===== config.mk =====
export PLATFORM = sky130hd
export DESIGN_NAME = screen_transition_fader
export DESIGN_NICKNAME = d
export VERILOG_FILES = /design/src/rtl/screen_transition_fader.sv
export SDC_FILE = /design/constraint.sdc
export NUM_CORES = 1
export LEC_CHECK = 0
export CAP_MARGIN = 0
export CORE_MARGIN = 4
export CORE_UTILIZATION = 45
export CTS_CLUSTER_DIAMETER = 80
export DETAILED_ROUTE_END_ITERATION = 7
export PLACE_DENSITY = 0.68
export SETUP_SLACK_MARGIN = 0.15
export SLEW_MARGIN = 10
export SYNTH_ARGS = -nofsm -noshare
export SYNTH_HDL_FRONTEND = slang
export SYNTH_SLANG_ARGS = --single-unit

===== constraint.sdc =====
create_clock -name VGA_Clk -period 12.1 [get_ports VGA_Clk]
set_clock_uncertainty 0.15 [all_clocks]
set_input_delay 2.42 -clock VGA_Clk [delete_from_list [all_inputs] [get_ports VGA_Clk]]
set_output_delay 2.42 -clock VGA_Clk [all_outputs]
set_load 0.1 [all_outputs]

===== src/rtl/screen_transition_fader.sv =====
// screen_transition_fader: sits between the game state controller's RGB output
// and the VGA DAC. A change of the 2-bit game state blanks the picture, holds
// it black for a number of frames, then fades the new screen in linearly.
// Brightness only changes at the first pixel of a frame, so there is no
// mid-frame tearing. With no transition running it is a 1-cycle registered
// pass-through.
//
// Build option: define SCREEN_FADER_HOLD_EN to include the black hold phase
// (BLACK state plus hold_cnt). Without it, a change drops straight into
// FADE_IN at level 0, so exactly one black frame precedes the fade.
module screen_transition_fader #(
  parameter int STEP        = 16,  // brightness increment per frame, 1..256
  parameter int HOLD_FRAMES = 8    // black frames before fade-in, 1..255
) (
  input  logic       VGA_Clk,
  input  logic       Reset,
  input  logic [1:0] State_in,
  input  logic [7:0] Red_in,
  input  logic [7:0] Green_in,
  input  logic [7:0] Blue_in,
  input  logic       blank,
  input  logic [9:0] DrawX,
  input  logic [9:0] DrawY,
  output logic [7:0] Red,
  output logic [7:0] Green,
  output logic [7:0] Blue,
  output logic       busy,
  output logic [1:0] fsm_state
);

  if (STEP < 1 || STEP > 256 || HOLD_FRAMES < 1 || HOLD_FRAMES > 255) begin : g_param_check
    $error("screen_transition_fader: STEP or HOLD_FRAMES out of range");
  end

  typedef enum logic [1:0] {
    IDLE    = 2'd0,
    BLACK   = 2'd1,
    FADE_IN = 2'd2
  } fade_state_t;

  localparam logic [9:0] STEP_W      = 10'(STEP);
  localparam logic [8:0] FIRST_LEVEL = (STEP >= 256) ? 9'd256 : 9'(STEP);
  localparam logic [8:0] UNITY       = 9'd256;

  fade_state_t state, state_nxt;
  logic [8:0]  level, level_nxt;   // 256 means unity gain
  logic [9:0]  sum;
  logic [1:0]  state_q;
  logic        pending;
  logic        primed;              // low only on the first clock after reset
  logic        xy0_q;
  logic        xy0, fs, chg, trig;

`ifdef SCREEN_FADER_HOLD_EN
  localparam logic [7:0] HOLD_LAST = 8'(HOLD_FRAMES - 1);
  logic [7:0] hold_cnt, hold_nxt;
`endif

  // Frame-start pulse and game-state change detection. The first clock after
  // reset only loads state_q, so a state already present at reset release
  // does not start a fade.
  always_comb begin
    xy0  = (DrawX == 10'd0) && (DrawY == 10'd0);
    fs   = xy0 && !xy0_q;
    chg  = primed && (State_in != state_q);
    trig = pending || chg;
  end

  // Next-state and next-level logic; everything only moves at a frame start.
  always_comb begin
    state_nxt = state;
    level_nxt = level;
`ifdef SCREEN_FADER_HOLD_EN
    hold_nxt  = hold_cnt;
`endif
    sum = {1'b0, level} + STEP_W;
    if (fs) begin
      case (state)
        IDLE, FADE_IN: begin
          if (trig) begin
            level_nxt = 9'd0;
`ifdef SCREEN_FADER_HOLD_EN
            state_nxt = BLACK;
            hold_nxt  = HOLD_LAST;
`else
            state_nxt = FADE_IN;
`endif
          end else if (state == FADE_IN) begin
            if (sum >= 10'd256) begin
              level_nxt = UNITY;
              state_nxt = IDLE;
            end else begin
              level_nxt = sum[8:0];
            end
          end
        end
`ifdef SCREEN_FADER_HOLD_EN
        BLACK: begin
          if (trig) begin
            hold_nxt = HOLD_LAST;
          end else if (hold_cnt == 8'd0) begin
            state_nxt = FADE_IN;
            level_nxt = FIRST_LEVEL;
          end else begin
            hold_nxt = hold_cnt - 8'd1;
          end
        end
`endif
        default: begin
          state_nxt = IDLE;
          level_nxt = UNITY;
        end
      endcase
    end
  end

  // Control registers: FSM, level, change tracking and frame-start history.
  always_ff @(posedge VGA_Clk or posedge Reset) begin
    if (Reset) begin
      state   <= IDLE;
      level   <= UNITY;
      state_q <= 2'd0;
      pending <= 1'b0;
      primed  <= 1'b0;
      xy0_q   <= 1'b0;
    end else begin
      state   <= state_nxt;
      level   <= level_nxt;
      state_q <= State_in;
      pending <= fs ? 1'b0 : (pending || chg);
      primed  <= 1'b1;
      xy0_q   <= xy0;
    end
  end

`ifdef SCREEN_FADER_HOLD_EN
  // Black-hold frame counter.
  always_ff @(posedge VGA_Clk or posedge Reset) begin
    if (Reset) hold_cnt <= 8'd0;
    else       hold_cnt <= hold_nxt;
  end
`endif

  // Channel scale: 8-bit colour times 9-bit level, keep product bits [15:8].
  function automatic logic [7:0] scale(input logic [7:0] c, input logic [8:0] l);
    logic [16:0] p;
    p = {9'd0, c} * {8'd0, l};
    return 8'(p >> 8);
  endfunction

  // Registered pixel output. The level for this pixel is the one that takes
  // effect on this edge, so pixel (0,0) of a frame already sees the new level.
  always_ff @(posedge VGA_Clk or posedge Reset) begin
    if (Reset) begin
      Red   <= 8'd0;
      Green <= 8'd0;
      Blue  <= 8'd0;
    end else if (!blank) begin
      Red   <= 8'd0;
      Green <= 8'd0;
      Blue  <= 8'd0;
    end else begin
      Red   <= scale(Red_in,   level_nxt);
      Green <= scale(Green_in, level_nxt);
      Blue  <= scale(Blue_in,  level_nxt);
    end
  end

  assign busy      = (state != IDLE);
  assign fsm_state = state;

endmodule


Word-level counts from Yosys, hierarchy flattened
Index checks and enable logic that the tools add are counted.
{"block": "classes", "addsub": 1, "mul": 3, "order_cmp": 1, "eq_ne": 4, "n_mux": 13, "n_reduce_logical": 11}
{"op": "multiplier 8 x 9 -> 16 bit", "count": 3}
{"op": "2-to-1 mux 9 bit", "count": 5}
{"op": "2-to-1 mux 8 bit", "count": 3}
{"op": "zero test 10 bit", "count": 2}
{"op": "adder 9 x 5 -> 10 bit (second input constant)", "count": 1}
{"op": "greater-or-equal comparator 10 x 9 -> 1 bit (second input constant)", "count": 1}
{"op": "2-to-1 mux 2 bit", "count": 4}
{"op": "!= test 3 bit (second input constant)", "count": 2}
{"op": "logical AND 1 bit", "count": 3}
{"op": "AND reduction 3 bit", "count": 1}
{"op": "== test 2 bit (second input constant)", "count": 1}
{"op": "zero test 2 bit", "count": 1}
{"op": "!= test 2 bit", "count": 1}
{"op": "nonzero test 2 bit", "count": 1}
{"op": "OR reduction 2 bit", "count": 1}
{"op": "zero test 1 bit", "count": 1}
{"op": "logical OR 1 bit", "count": 1}
{"op": "2-to-1 mux 1 bit", "count": 1}
{"block": "word_totals", "register_bits": 40, "in_bits": 49, "output_inout_bits": 27, "elab_cells": 42}

Depth between registers and ports, before layout
Gate-level depths: netlist (run 1).
{"block": "depth", "depth_word": 9, "ltp_mapped": 24, "depth_no_buf": 23}

Worst setup path before layout (run 1)
OpenSTA, ideal clock, no wires.
{"block": "synth_path", "path_kind": "input-to-reg", "start": "input port DrawX[8]", "end": "register Blue[7]", "setup_ps": 87, "t_arrival_ps": 7699, "required_time_ps": 11863, "setup_slack_ps": 4164, "stages": 21, "n_path_buf": 2, "cell_sequence": "nor4_2 nand3_2 a311oi_2 clkbuf_1 nor2b_1 clkbuf_1 and2_1 fa_1 fa_1 inv_1 fa_1 inv_1 fa_1 ha_1 o21a_1 o21a_1 o22ai_1 o41ai_2 a2111o_1 a2111o_1 o211ai_1"}
{"block": "synth_between", "elab_chain_len": 6}
{"item": "start: declaration", "line_no": "22", "source": "input logic [9:0] DrawX,"}
{"item": "zero test 10 bit", "line_no": "63", "source": "xy0 = (DrawX == 10'd0) && (DrawY == 10'd0);"}
{"item": "logical AND 1 bit", "line_no": "63"}
{"item": "logical AND 1 bit", "line_no": "64", "source": "fs = xy0 && !xy0_q;"}
{"item": "2-to-1 mux 9 bit", "line_no": "77", "source": "if (fs) begin"}
{"item": "via level_nxt[3]", "line_no": "46", "source": "logic [8:0] level, level_nxt;"}
{"item": "multiplier 8 x 9 -> 16 bit", "line_no": "147", "source": "p = {9'd0, c} * {8'd0, l};"}
{"item": "2-to-1 mux 8 bit", "line_no": "158", "source": "end else if (!blank) begin"}
{"item": "end signal: assignment", "line_no": "165", "source": "Blue <= scale(Blue_in, level_nxt);"}
{"item": "end: declaration", "line_no": "26", "source": "output logic [7:0] Blue,"}
The timed path passes the listed nets, and every way through them passes these cells.
A chain may end at the register's enable or synchronous reset.

Worst setup path after layout (run 1)
{"block": "layout_path", "start": "input port DrawY[2]", "end": "register Green[7]"}
{"block": "layout_between", "elab_chain_len": 6}
{"item": "start: declaration", "line_no": "23", "source": "input logic [9:0] DrawY,"}
{"item": "zero test 10 bit", "line_no": "63"}
{"item": "logical AND 1 bit", "line_no": "63"}
{"item": "logical AND 1 bit", "line_no": "64"}
{"item": "2-to-1 mux 9 bit", "line_no": "77"}
{"item": "multiplier 8 x 9 -> 16 bit", "line_no": "147"}
{"item": "2-to-1 mux 8 bit", "line_no": "158"}
{"item": "end signal: assignment", "line_no": "164", "source": "Green <= scale(Green_in, level_nxt);"}
{"item": "end: declaration", "line_no": "25", "source": "output logic [7:0] Green,"}
Every way passes these cells.

==> results of run 1 <==
==> per-layer routing <==
layer	track usage	routed length [um]	up-vias
met5	0	0	-
met4	0.0407	189	0
met3	0.0244	711	11
met2	0.296	7780	109
met1	0.254	7460	2776
li1	-	-	2733
==> per-stage QoR <==
step / worst slack [ns] / cells
floorplan: 4.16 / 840
global placement: 3.30 / 1119
detailed placement: 3.10 / 1119
CTS: 3.41 / 1127
global route: 2.98 / 1127
finish: 3.41 / 1127
==> worst paths after layout <==
| kind | to | slack (ns) | from | cells after the start |
|---|---|---|---|---|
| max reg2reg | Green[7]$_DFF_PP0_ | 5.73 | level[4]$_DFF_PP0_ | 21 |
| max | Green[7]$_DFF_PP0_ | 3.41 | DrawY[2] | 22 |
| max in group asynchronous | Green[4]$_DFF_PP0_ | 8.72 | Reset | 2 |
| min in group asynchronous | Red[6]$_DFF_PP0_ | 2.49 | Reset | 2 |
| min reg2reg | level[3]$_DFF_PP0_ | 0.45 | level[3]$_DFF_PP0_ | 1 |
| min | level[3]$_DFF_PP0_ | 0.45 | level[3]$_DFF_PP0_ | 1 |
==> synthesized netlist by cell type, types with 8 or more instances <==
library cell / instances
a21oi_1: 12
and2_1: 156
clkbuf_1: 22
dfrtp_1: 38
fa_1: 120
ha_1: 97
inv_1: 162
nand2_1: 45
nor2_1: 31
nor2b_1: 27
nor3_1: 12
o21a_1: 8
xnor2_1: 17
xor2_1: 9
==> state kept, by name, indices dropped and copies added, names as in the netlist <==
name / flops
level: 9
state_q: 2
fsm_state: 1
primed: 1
xy0_q: 1
pending: 1
Blue: 8
Red: 8
Green: 8
==> kinds of logic (layout without fill, tap and decap cells) <==
group	count (synthesis)	count (layout)
AOI/OAI and AO/OA	59	59
xor gates and xnor gates	26	26
adders and majority gates	217	217
buffers and inverters	186	253
DFF	39	39
muxes	4	4
other	2	2
and+or+nand+nor	307	307
==> layout by cell type, fill, tap and decap left out, drive strengths merged, types with 17 or more instances in the layout <==
cell type / Yosys / final
and2: 156 / 156
clkdlybuf4s50: 0 / 74
dfrtp: 38 / 38
fa: 120 / 120
ha: 97 / 97
inv: 162 / 162
nand2: 45 / 45
nor2: 31 / 31
nor2b: 27 / 27
xnor2: 17 / 17
==> worst reg2reg max path, stage by stage, from the launching register on <==
cell and delay, ns:
dfrtp_1 0.41, ha_1 0.24, a31o_2 0.25, o211ai_1 0.12, a311oi_2 0.12, buf_4 0.22, nor2_1 0.43, buf_4 0.31
and2_1 0.18, fa_1 0.42, fa_1 0.51, fa_1 0.49, inv_1 0.05, fa_1 0.48, inv_1 0.04, ha_1 0.19
or2_2 0.29, o22ai_1 0.28, o41ai_2 0.15, a2111o_1 0.48, a2111o_1 0.37, o211ai_1 0.09
==> power by group <==
| group | internal [mW] | switching (mW) |
|---|---|---|
| sequential | 0.133 | 0.00101 |
| clock | 0.0826 | 0.0621 |
| combinational | 0.0322 | 0.0555 |
| total | 0.248 | 0.119 |
==> area by class of cell <==
class | instances | area (um^2) | area share
multi-input combinational | 615 | 6090 | 0.683
sequential | 39 | 977 | 0.110
timing repair buffer | 83 | 808 | 0.0906
inverter | 162 | 608 | 0.0682
tap | 220 | 275 | 0.0309
clock buffer | 6 | 139 | 0.0156
clock inverter | 2 | 16.3 | 0.00182
==> impl_metrics.yaml, run 1 <==
status:
  status: "completed"
cts:
  clk_path_buf_depth: 2
  cts_tree: "built"
  cts_buffers: 5
  clock_latency_ns: 0.29
  hold_buffers: 0
  clkTransAtPathRegs_ns: 0.06
  cts_htree_levels: 2
  cts.sinks: 39
  cts_setup_buffers: 0
  cts_root_buffer: "clkbuf_16"
  cts_resized: 0
power:
  p_leak_nw: 4.67
  power_uw: 367
  vdd_drop_max_v: 0.0000474
  power.density_nw_per_um2: 41.1
logic_synthesis:
  synthMuxAreaShare: 0.00515
  synthXorXnorAreaFrac: 0.0293
  synth-main-ff-cell: "dfrtp_1"
  synth-edff-count: 0
  synthTopCellsByArea: "fa_1 31%, ha_1 16%, and2_1 13%"
  avgSynthCellArea_um2: 9.26
  synthAdderAreaFrac: 0.465
  yosysTopAreaCell: "fa_1"
  synthDistinctLibCells: 50
  synth_compound_area_frac: 0.0579
  yosysSeqAreaShare: 0.126
  synth_top_area_frac: 0.309
  yosys.area_share.simple: 0.225
  yosys_warnings: 0
  ys_ff_latch: 39
  netlist_area_um2: 7770
  synth_top_family_by_area: "adder cells"
  async_reset_ff_frac: 1.00
  syn_nets: 1106
  postSynthCellCount: 840
floorplanning:
  rows: 47
  die_area_um2: 19400
  core_area_um2: 16800
  die_h_um: 139
  initial_core_util: 0.464
  fp.dieW_um: 139
  ios: 76
layout:
  area_delta_synth_final_pct: 14.7
  fin_area_um2: 8920
  drive_gt1_frac: 0.0375
  final_core_util: 0.532
  fillers: 1560
  fin_nets: 1172
  antenna_cells: 0
setup_path:
  arrival_ns: 8.75
  critPathTopFamily: "adder cells"
  cp_max_fo: 17
  end_kind: "flip-flop"
  critical_path_required_ns: 12.16
  critPathSlowestCell: "fa_1"
  worstSetupPathType: "primary input to flip-flop"
  worst-path-buf-inv: 4
  startpoint_type: "primary input"
  cp_cell_sequence: "clkdlybuf4s50_1 -> nor4_2 -> nand3b_1 -> nor2_1 -> nand3_1 -> xor2_1 -> nor2_1 -> buf_4 -> and2_1 -> fa_1 -> fa_1 -> fa_1 -> inv_1 -> fa_1 -> inv_1 -> ha_1 -> or2_2 -> o22ai_1 -> o41ai_2 -> a2111o_1 -> a2111o_1 -> o211ai_1"
  crit_top_cell: "fa_1"
  slowest_delay_ns: 0.51
sta:
  tightestPinTransition_ns: 0.981
  setup_violations: 0
  period_share: 0.718
  final.min_clock_period_ns: 8.69
  relSlewSlack: 0.344
  final.setup.tns_ns: 0
  hold_viol: 0
  max_freq_mhz: 115
  grt_setup_unrepaired: "no"
  holdWs_ns: 0.450
  final_max_slew_viol_count: 0
grt:
  grt_pass1_vias: 6070
  track_usage: 0.180
  grt_max_degree: 40
  antenna_found_initial: 0
  grt_pass1_wl_mm: 29.1
  grt-ovfl-total: 0
job:
  max_cap_violations: 0
hold_path:
  min_path_type: "flip-flop to flip-flop"
detailed_routing:
  wl_per_cell_um: 14.3
  vias: 5629
  ant_nets: 0
  drt_iter0_drc: 165
  firstDrtPassIters: 4
  avgViaCountPerCell: 4.99
  drcViolationCount: 0
  drt_wl_total_mm: 16.1
place:
  place_area_um2: 8760
  port_buffers: 74
  dp_hpwl_mm: 12.9
  place_congestion: 0.797
No activity file was read; power rests on OpenSTA's default activity.
==> inputs of run 2 (changes only) <==
--- a/config.mk
+++ b/config.mk
@@ -10,7 +10,7 @@
 export CORE_UTILIZATION = 45
 export CTS_CLUSTER_DIAMETER = 80
 export DETAILED_ROUTE_END_ITERATION = 7
-export PLACE_DENSITY = 0.68
+export PLACE_DENSITY = 0.71
 export SETUP_SLACK_MARGIN = 0.15
 export SLEW_MARGIN = 10
 export SYNTH_ARGS = -nofsm -noshare
==> constraint.sdc (replaced) <==
create_clock -name VGA_Clk -period 7.08 [get_ports VGA_Clk]
set_clock_uncertainty 0.15 [all_clocks]
set_input_delay 1.416 -clock VGA_Clk [delete_from_list [all_inputs] [get_ports VGA_Clk]]
set_output_delay 1.416 -clock VGA_Clk [all_outputs]
set_load 0.1 [all_outputs]
==> run 2 against run 1 <==
  * Register-to-register slack got worse by 4.6 ns
  * Via count increased by 5.5%
  * Sequential share of layout area decreased by 1.1 points
  * Critical path type unchanged
  * Die area unchanged
  * Count of clock-buffer cells in the layout decreased by 1
  * Highest routed layer unchanged
==> impl_metrics.yaml, run 2 (synthesis results as in run 1) <==
cts:
  cts_root_buffer: "clkbuf_16"
  hold_buffers: 0
  clock_latency_ns: 0.29
  cts.sinks: 39
  clk_path_buf_depth: 2
  clkTransAtPathRegs_ns: 0.07
  cts_htree_levels: 2
  cts_tree: "built"
  cts_buffers: 5
floorplanning:
  core_area_um2: 16800
  fp.dieW_um: 139
  rows: 47
  die_area_um2: 19400
  die_h_um: 139
  initial_core_util: 0.464
  ios: 76
power:
  power.density_nw_per_um2: 71.0
  vdd_drop_max_v: 0.000122
  p_leak_nw: 5.38
  power_uw: 702
job:
  max_cap_violations: 0
place:
  dp_hpwl_mm: 13.5
  place_area_um2: 9240
  place_congestion: 0.823
  port_buffers: 74
hold_path:
  min_path_type: "flip-flop to flip-flop"
  hold_start: "level[2]$_DFF_PP0_"
  min_path_cells: 1
  hold_end: "level[2]$_DFF_PP0_"
detailed_routing:
  vias: 5938
  drt_iter0_drc: 213
  firstDrtPassIters: 4
  ant_nets: 0
  drt_wl_total_mm: 17.3
  avgViaCountPerCell: 4.89
  wl_per_cell_um: 14.2
  drcViolationCount: 0
setup_path:
  r2r-start: "level[4]$_DFF_PP0_"
  critical_path_required_ns: 7.14
  timing.rr.end: "Blue[7]$_DFF_PP0_"
  cp-startpoint: "DrawX[4]"
  cp_max_fo: 8
  rrSetupSlack_ns: 1.15
  end_kind: "flip-flop"
  startpoint_type: "primary input"
  arrival_ns: 6.74
  worstSetupPathType: "primary input to flip-flop"
  r2r_cells: 22
sta:
  holdWs_ns: 0.444
  setup_violations: 0
  period_share: 0.944
  tightestPinTransition_ns: 0.993
  grt_setup_unrepaired: "no"
  final_max_slew_viol_count: 0
  final.min_clock_period_ns: 6.68
  final.setup.tns_ns: 0
  hold_viol: 0
  relSlewSlack: 0.336
  max_freq_mhz: 150
layout:
  fin_area_um2: 9880
  antenna_cells: 0
  layout_commonest_cell: "inv_1"
  area_delta_synth_final_pct: 27.1
  largest_register_ffs: 9
  drive_gt1_frac: 0.153
  regMostFlops: "level"
  fin_nets: 1259
  most-common-layout-cells: "158 x inv_1, 155 x and2_1, 115 x fa_1"
  fillers: 1419
grt:
  track_usage: 0.183
  grt-ovfl-total: 0
  grt_max_degree: 40
  antenna_found_initial: 0
  grt_pass1_wl_mm: 29.5
  grt_pass1_vias: 6167
status:
  status: "completed"
run 2: cell types whose count changed in the layout (fill, tap and decap cells not counted), moves of 5 or more:
cell             previous run  this run
clkdlybuf4s50_1            74        52
fa_2                        0         5
buf_6                       0         5
buf_4                       9        90
fa_1                      120       115
dlymetal6s2s_1              0        22
run 2: worst max-delay path: stages:
cell            delay, ns
dlymetal6s2s_1       0.15
nor4_4               0.29
nand3b_1             0.22
nor2_1               0.15
buf_4                0.15
nand4b_1             0.13
a21boi_2             0.20
buf_6                0.16
buf_6                0.11
and2_4               0.13
fa_2                 0.45
ha_4                 0.27
inv_1                0.05
fa_1                 0.51
inv_2                0.04
fa_1                 0.45
ha_1                 0.29
o21a_1               0.10
o21a_1               0.22
o22ai_4              0.15
o41ai_4              0.12
a2111o_1             0.47
a2111o_1             0.42
o211ai_1             0.09
run 2: routing by layer:
layer  vias to the layer above  GRT usage  part of all wire
met1                      2946      0.255              0.47
met3                        10     0.0220             0.027
met5                         -          0                 0
li1                       2909          -                 -
met4                         0     0.0402             0.011
met2                        73      0.307              0.49
run 2: how the worst max path moves through the flow:
stage                              to  slack (ns)  depth (start not counted)
floorplan           Blue[7]$_DFF_PP0_        0.15                         20
global placement    Blue[7]$_DFF_PP0_       -0.43                         21
detailed placement  Blue[7]$_DFF_PP0_       -0.47                         19
CTS                 Blue[7]$_DFF_PP0_        0.12                         22
global route        Blue[7]$_DFF_PP0_        0.11                         24
finish              Blue[7]$_DFF_PP0_        0.40                         24
run 2: where the power goes:
part,switching (mW),internal (mW)
logic,0.0992,0.0590
clock network,0.109,0.205
registers,0.00154,0.228
run 2: through the flow:
stage / cells / util / setup WS [ns]
floorplan: 840 / - / 0.155
global placement: 1183 / 0.551 / -0.425
detailed placement: 1183 / 0.551 / -0.472
CTS: 1194 / 0.567 / 0.121
global route: 1214 / 0.589 / 0.114
finish: 1214 / 0.589 / 0.399
run 2: final cells by class:
cell class                 instances  area, um^2  share of cell area
sequential                        39         977              0.0989
tap                              220         275              0.0279
clock inverter                     3        71.3             0.00722
inverter                         162         608              0.0616
clock buffer                       5         125              0.0127
multi-input combinational        616        6290               0.637
timing repair buffer             169        1530               0.155
run 2: repair_timing:
action | 4_1_cts | 5_1_grt
buffers inserted | 3 | 19
resized for setup | 10 | 62
endpoints found under the hold margin | 0 | 0
setup endpoints to repair | 13 | 15
gates cloned | 0 | 1
pin swaps | 4 | 42
